==> config.mk <==
export PLATFORM = sky130hd
export DESIGN_NAME = elevator_car_ctrl
export DESIGN_NICKNAME = d
export VERILOG_FILES = /design/src/rtl/elevator_pkg.sv /design/src/rtl/door_timer.sv /design/src/rtl/elevator_car_ctrl.sv
export SDC_FILE = /design/constraint.sdc
export NUM_CORES = 1
export LEC_CHECK = 0
export CAP_MARGIN = 40
export CORE_ASPECT_RATIO = 2
export CORE_MARGIN = 2
export CORE_UTILIZATION = 30
export CTS_CLUSTER_SIZE = 40
export DETAILED_ROUTE_END_ITERATION = 16
export HOLD_SLACK_MARGIN = 0.03
export PLACE_DENSITY = 0.49
export SLEW_MARGIN = 40
export SYNTH_ARGS = -nofsm -noshare
export SYNTH_HDL_FRONTEND = slang
export SYNTH_SLANG_ARGS = --single-unit
==> constraint.sdc <==
create_clock -name clk_i -period 4.23 [get_ports clk_i]
set_input_delay 0.423 -clock clk_i [delete_from_list [all_inputs] [get_ports clk_i]]
set_output_delay 0.423 -clock clk_i [all_outputs]
set_load 0.02 [all_outputs]
==> src/rtl/elevator_pkg.sv <==
// Shared types for the elevator car controller and the twin-car arbiter.
package elevator_pkg;

    localparam int MAX_FLOORS = 16;

    typedef enum logic [1:0] {
        IDLE      = 2'd0,
        MOVE_UP   = 2'd1,
        MOVE_DOWN = 2'd2,
        DOOR_OPEN = 2'd3
    } state_t;

    typedef enum logic {
        DIR_UP   = 1'b0,
        DIR_DOWN = 1'b1
    } dir_t;

endpackage

==> src/rtl/door_timer.sv <==
// Door-open countdown: load sets DOOR_TICKS, each tick decrements; expire flags the tick at count 1.
module door_timer #(
    parameter int DOOR_TICKS = 3
) (
    input  logic clk_i,
    input  logic reset_i,
    input  logic load_i,
    input  logic tick_i,
    output logic expire_o
);

    localparam int CW = $clog2(DOOR_TICKS + 1);

    logic [CW-1:0] cnt_q, cnt_d;

    always_comb begin
        cnt_d = cnt_q;
        if (load_i) begin
            cnt_d = CW'(DOOR_TICKS);
        end else if (tick_i && cnt_q != '0) begin
            cnt_d = cnt_q - 1'b1;
        end
    end

    assign expire_o = tick_i && (cnt_q == CW'(1));

    always_ff @(posedge clk_i) begin
        if (reset_i) begin
            cnt_q <= '0;
        end else begin
            cnt_q <= cnt_d;
        end
    end

endmodule

==> src/rtl/elevator_car_ctrl.sv <==
// Single elevator car: latches floor calls, travels one floor per tick, holds door for DOOR_TICKS.
// Optional ELEVATOR_ESTOP_EN adds estop_i which freezes the car while still latching calls.
module elevator_car_ctrl
    import elevator_pkg::*;
#(
    parameter int NUM_FLOORS = 8,
    parameter int DOOR_TICKS = 3
) (
    input  logic                          clk_i,
    input  logic                          reset_i,
    input  logic                          tick_i,
    input  logic [NUM_FLOORS-1:0]         req_i,
`ifdef ELEVATOR_ESTOP_EN
    input  logic                          estop_i,
`endif
    output logic [$clog2(NUM_FLOORS)-1:0] floor_o,
    output logic                          moving_up_o,
    output logic                          moving_down_o,
    output logic                          door_open_o,
    output logic [NUM_FLOORS-1:0]         pending_o,
    output logic                          arrived_o
);

    localparam int FW = $clog2(NUM_FLOORS);
    localparam logic [FW-1:0] TOP_FLOOR = FW'(NUM_FLOORS - 1);

    state_t                state_q, state_d;
    dir_t                  dir_q, dir_d;
    logic [FW-1:0]         floor_q, floor_d, nf;
    logic [NUM_FLOORS-1:0] pending_q, pending_d, pend_nx;
    logic                  up_q, up_d, dn_q, dn_d, door_q, door_d, arrived_q, arrived_d;
    logic                  tmr_load, tmr_tick, tmr_expire;

    function automatic logic any_above(input logic [NUM_FLOORS-1:0] v, input logic [FW-1:0] f);
        any_above = 1'b0;
        for (int i = 0; i < NUM_FLOORS; i++) begin
            if (i > int'(f)) any_above = any_above | v[i];
        end
    endfunction

    function automatic logic any_below(input logic [NUM_FLOORS-1:0] v, input logic [FW-1:0] f);
        any_below = 1'b0;
        for (int i = 0; i < NUM_FLOORS; i++) begin
            if (i < int'(f)) any_below = any_below | v[i];
        end
    endfunction

    door_timer #(.DOOR_TICKS(DOOR_TICKS)) u_door_timer (
        .clk_i    (clk_i),
        .reset_i  (reset_i),
        .load_i   (tmr_load),
        .tick_i   (tmr_tick),
        .expire_o (tmr_expire)
    );

    always_comb begin
        pend_nx   = pending_q | req_i;
        state_d   = state_q;
        dir_d     = dir_q;
        floor_d   = floor_q;
        pending_d = pend_nx;
        nf        = floor_q;
        tmr_load  = 1'b0;
        tmr_tick  = tick_i;
        arrived_d = 1'b0;

        case (state_q)
            IDLE: begin
                if (pend_nx[floor_q]) begin
                    state_d            = DOOR_OPEN;
                    pending_d[floor_q] = 1'b0;
                    tmr_load           = 1'b1;
                end else if (dir_q == DIR_UP && any_above(pend_nx, floor_q)) begin
                    state_d = MOVE_UP;
                end else if (dir_q == DIR_DOWN && any_below(pend_nx, floor_q)) begin
                    state_d = MOVE_DOWN;
                end else if (any_above(pend_nx, floor_q)) begin
                    state_d = MOVE_UP;
                    dir_d   = DIR_UP;
                end else if (any_below(pend_nx, floor_q)) begin
                    state_d = MOVE_DOWN;
                    dir_d   = DIR_DOWN;
                end
            end
            MOVE_UP: begin
                if (tick_i) begin
                    if (floor_q == TOP_FLOOR) begin
                        state_d = IDLE;
                    end else begin
                        nf      = floor_q + 1'b1;
                        floor_d = nf;
                        if (pend_nx[nf]) begin
                            state_d       = DOOR_OPEN;
                            pending_d[nf] = 1'b0;
                            tmr_load      = 1'b1;
                            arrived_d     = 1'b1;
                        end else if (!any_above(pend_nx, nf)) begin
                            state_d = IDLE;
                        end
                    end
                end
            end
            MOVE_DOWN: begin
                if (tick_i) begin
                    if (floor_q == '0) begin
                        state_d = IDLE;
                    end else begin
                        nf      = floor_q - 1'b1;
                        floor_d = nf;
                        if (pend_nx[nf]) begin
                            state_d       = DOOR_OPEN;
                            pending_d[nf] = 1'b0;
                            tmr_load      = 1'b1;
                            arrived_d     = 1'b1;
                        end else if (!any_below(pend_nx, nf)) begin
                            state_d = IDLE;
                        end
                    end
                end
            end
            DOOR_OPEN: begin
                // A call at the open floor holds the door rather than queueing.
                if (pend_nx[floor_q]) begin
                    pending_d[floor_q] = 1'b0;
                    tmr_load           = 1'b1;
                end else if (tmr_expire) begin
                    state_d = IDLE;
                end
            end
            default: state_d = IDLE;
        endcase

`ifdef ELEVATOR_ESTOP_EN
        if (estop_i) begin
            state_d   = state_q;
            dir_d     = dir_q;
            floor_d   = floor_q;
            pending_d = pend_nx;
            tmr_load  = 1'b0;
            tmr_tick  = 1'b0;
            arrived_d = 1'b0;
        end
        up_d = (state_d == MOVE_UP) && !estop_i;
        dn_d = (state_d == MOVE_DOWN) && !estop_i;
`else
        up_d = (state_d == MOVE_UP);
        dn_d = (state_d == MOVE_DOWN);
`endif
        door_d = (state_d == DOOR_OPEN);
    end

    always_ff @(posedge clk_i) begin
        if (reset_i) begin
            state_q   <= IDLE;
            dir_q     <= DIR_UP;
            floor_q   <= '0;
            pending_q <= '0;
            up_q      <= 1'b0;
            dn_q      <= 1'b0;
            door_q    <= 1'b0;
            arrived_q <= 1'b0;
        end else begin
            state_q   <= state_d;
            dir_q     <= dir_d;
            floor_q   <= floor_d;
            pending_q <= pending_d;
            up_q      <= up_d;
            dn_q      <= dn_d;
            door_q    <= door_d;
            arrived_q <= arrived_d;
        end
    end

    assign floor_o       = floor_q;
    assign moving_up_o   = up_q;
    assign moving_down_o = dn_q;
    assign door_open_o   = door_q;
    assign pending_o     = pending_q;
    assign arrived_o     = arrived_q;

endmodule

==> reports/results.ini <==
[floorplanning]
num_io_pins = 26
core_area_um2 = 6360
row_count = 41
die_h_um = 119
start_util = 0.311
die_area_um2 = 7290
die_w_um = 61.4

[timing]
final.min_clock_period_ns = 3.16
period_share = 0.746
worst_pin_slew_ns = 0.774
timing.fmax_mhz = 317
setup_viol = 0
clock_skew_ns = 0.00545
hold_slack_ns = 0.487
maxSlewViolCount = 0
hold_violations = 0
rsz0062_at_grt = no
slew_headroom = 0.471
setup_tns_ns = 0
fin_ws_ns = 1.07

[critical_path]
crit_path_end_kind = flop
cp_top_family = compound AO/OA/AOI/OAI gates
start_kind = flop
worst-setup-path-type = reg -> reg
cp_max_fo = 15
crit_arrival_ns = 3.26
critical-path-max-stage-delay_ns = 0.71
cp_slowest_cell = a2111oi_0
crit_chain = clkinv_1 > ha_1 > inv_1 > mux4_2 > nand3_1 > o21a_1 > a2111oi_0 > a2111oi_1
r2r_slack_ns = 1.07
crit_buf_inv = 2
critPathRequiredTime_ns = 4.33

[layout]
antenna_cells = 0
nets = 287
drive_gt1_frac = 0.122
syn2layout_area_growth_pct = 20.5
stdcell_count = 348

[power_and_ir_drop]
power_density_nw_per_um2 = 807
p_leak_nw = 0.850
vdd_drop_max_v = 0.000265
power_mw = 1.92

[drt]
viasPerCell = 5.94
ant_nets = 0
initialDrtViolationCount = 124
dr.pass1.iters = 4
vias = 2067
drc_errors = 0
routed_wire_length_per_instance_um = 20.1
wirelength_mm = 6.99

[grt]
track_usage = 0.202
grt_max_degree = 38
antenna_found_initial = 0
grt_first_pass_wirelength_mm = 10.9
grt_pass1_vias = 2050
globalRouteOverflowTotal = 0

[synth]
synth-compound-area-share = 0.317
synth_fa_ha_area_frac = 0.0823
synth_top_family_by_area = compound AO/OA/AOI/OAI gates
synth_simple_gate_area_share = 0.252
syn-num-nets = 268
synth-seq-cells = 20
yosysSeqAreaShare = 0.203
synth-xor-area-share = 0.0215
synth_cell_type_count = 61
yosysWarnings = 0
syn_area_per_cell_um2 = 8.10
synth_top_area_share = 0.203
synth.area.mux_share = 0.0621
synth_area_um2 = 1980
synth_top_area_cell = dfxtp_1
synth_top_flop_cell = dfxtp_1
async_flop_share = 0
synthCells = 244
synth_area_leaders = dfxtp_1, ha_1, mux4_2, a2111oi_1, a21oi_1
synth_edf_count = 0

[clocking]
cts_tree = built
cts.clk_slew.worst_paths_ns = 0.06
clk_path_buf_depth = 2
cts_hold_buffers = 0
cts_resized = 0
ctsHtreeMaxLevel = 1
cts-root-buf = clkbuf_16
worst_skew_pair.late_latency_ns = 0.26
cts_setup_buffers = 0
cts_sinks = 20
numCtsBuffers = 3

[place]
pre_cts_slack_ns = 1.11
dp_hpwl_mm = 5.36
io_buffers = 25
gp_congestion = 0.903
place_inst = 344

[flow_run]
cap_violations = 0

[status]
outcome = finished, final reports clean

[worst_hold_path]
min_path_type = reg -> reg

-- registers in the layout, summed over array words and instances (netlist names) --
register,cells
pending_o,8
floor_o,3
state_q,2
u_door_timer.cnt_q,2
arrived_o,1
dir_q,1
door_open_o,1
moving_down_o,1
moving_up_o,1
-- worst paths after layout --
check             depth (start not counted)       start      endpoint
setup / recovery                          8  floor_o[0]  pending_o[4]
hold / removal                            2       dir_q         dir_q
setup reg to reg                          8  floor_o[0]  pending_o[4]
hold reg to reg                           2       dir_q         dir_q
-- tightest hold or removal path: cells and delay by family, from the launching register on --
family / cells / cell delay (ns)
AOI/OAI and AO/OA: 2 / 0.12
DFF: 1 / 0.32
-- cell families (layout without fill, tap and decap cells) --
group	count (synthesis)	in the layout
AOI/OAI and AO/OA	88	88
and+or+nand+nor	88	88
buffers and inverters	25	43
DFF	20	20
adders and majority gates	13	13
muxes	6	6
xor gates and xnor gates	4	4
-- layer usage --
metal	share of wire	wire, um	global-route usage
met5	0	0	0
met3	0.040	283	0.0175
met2	0.55	3840	0.355
met1	0.37	2580	0.233
met4	0.041	286	0.0931
-- placed cells by master, fill, tap and decap left out, types with 3 or more instances in the layout --
cell	Yosys	routed
o21ai_0	13	13
nand2_1	12	12
buf_4	2	3
nor3_2	5	5
nor2b_1	4	4
nor2_2	3	3
clkbuf_16	0	3
a2111oi_1	10	10
a31oi_1	9	9
nand4_1	3	3
inv_1	10	10
nor3_1	6	6
or2_1	4	4
dfxtp_1	20	20
nand3_1	4	4
a2111oi_0	4	4
ha_1	13	13
clkdlybuf4s50_1	0	25
a21oi_1	20	20
a21o_1	4	4
and2_1	5	5
nor2_1	25	25
mux4_2	5	5
o22ai_1	3	3
-- layout make-up --
type	count	area [um^2]
Timing Repair Buffer	28	273
Sequential cell	20	400
Inverter	11	41.3
Clock buffer	3	75.1
Multi-Input combinational cell	199	1450
Clock inverter	1	30.0
Fill cell	712	3980
Tap cell	86	108
-- through the flow --
step	utilization	cell area [um^2]
3_3_place_gp	0.358	2270
6_report	0.374	2380
2_1_floorplan	-	1980
5_1_grt	0.374	2380
4_1_cts	0.374	2380
3_5_place_dp	0.358	2270
-- Yosys cell counts (all sizes together), types with 3 or more instances --
cell     count
o21ai       15
a211oi       3
xnor2        3
and2         6
dfxtp       20
or2          6
a31oi       10
nor2b        5
o22ai        3
a21o         4
nand4        3
mux4         5
nor3        11
a311oi       3
clkbuf       5
buf          9
nor4         3
inv         10
a21oi       20
nand2       12
a2111oi     14
nand3        4
ha          13
nor2        29
-- where the power goes --
part | total [mW] | switching [mW] | internal, mW
logic | 1.32 | 0.797 | 0.521
clock network | 0.268 | 0.0803 | 0.188
registers | 0.335 | 0.0757 | 0.259
total | 1.92 | 0.953 | 0.968
(Power assumes the default switching activity.)
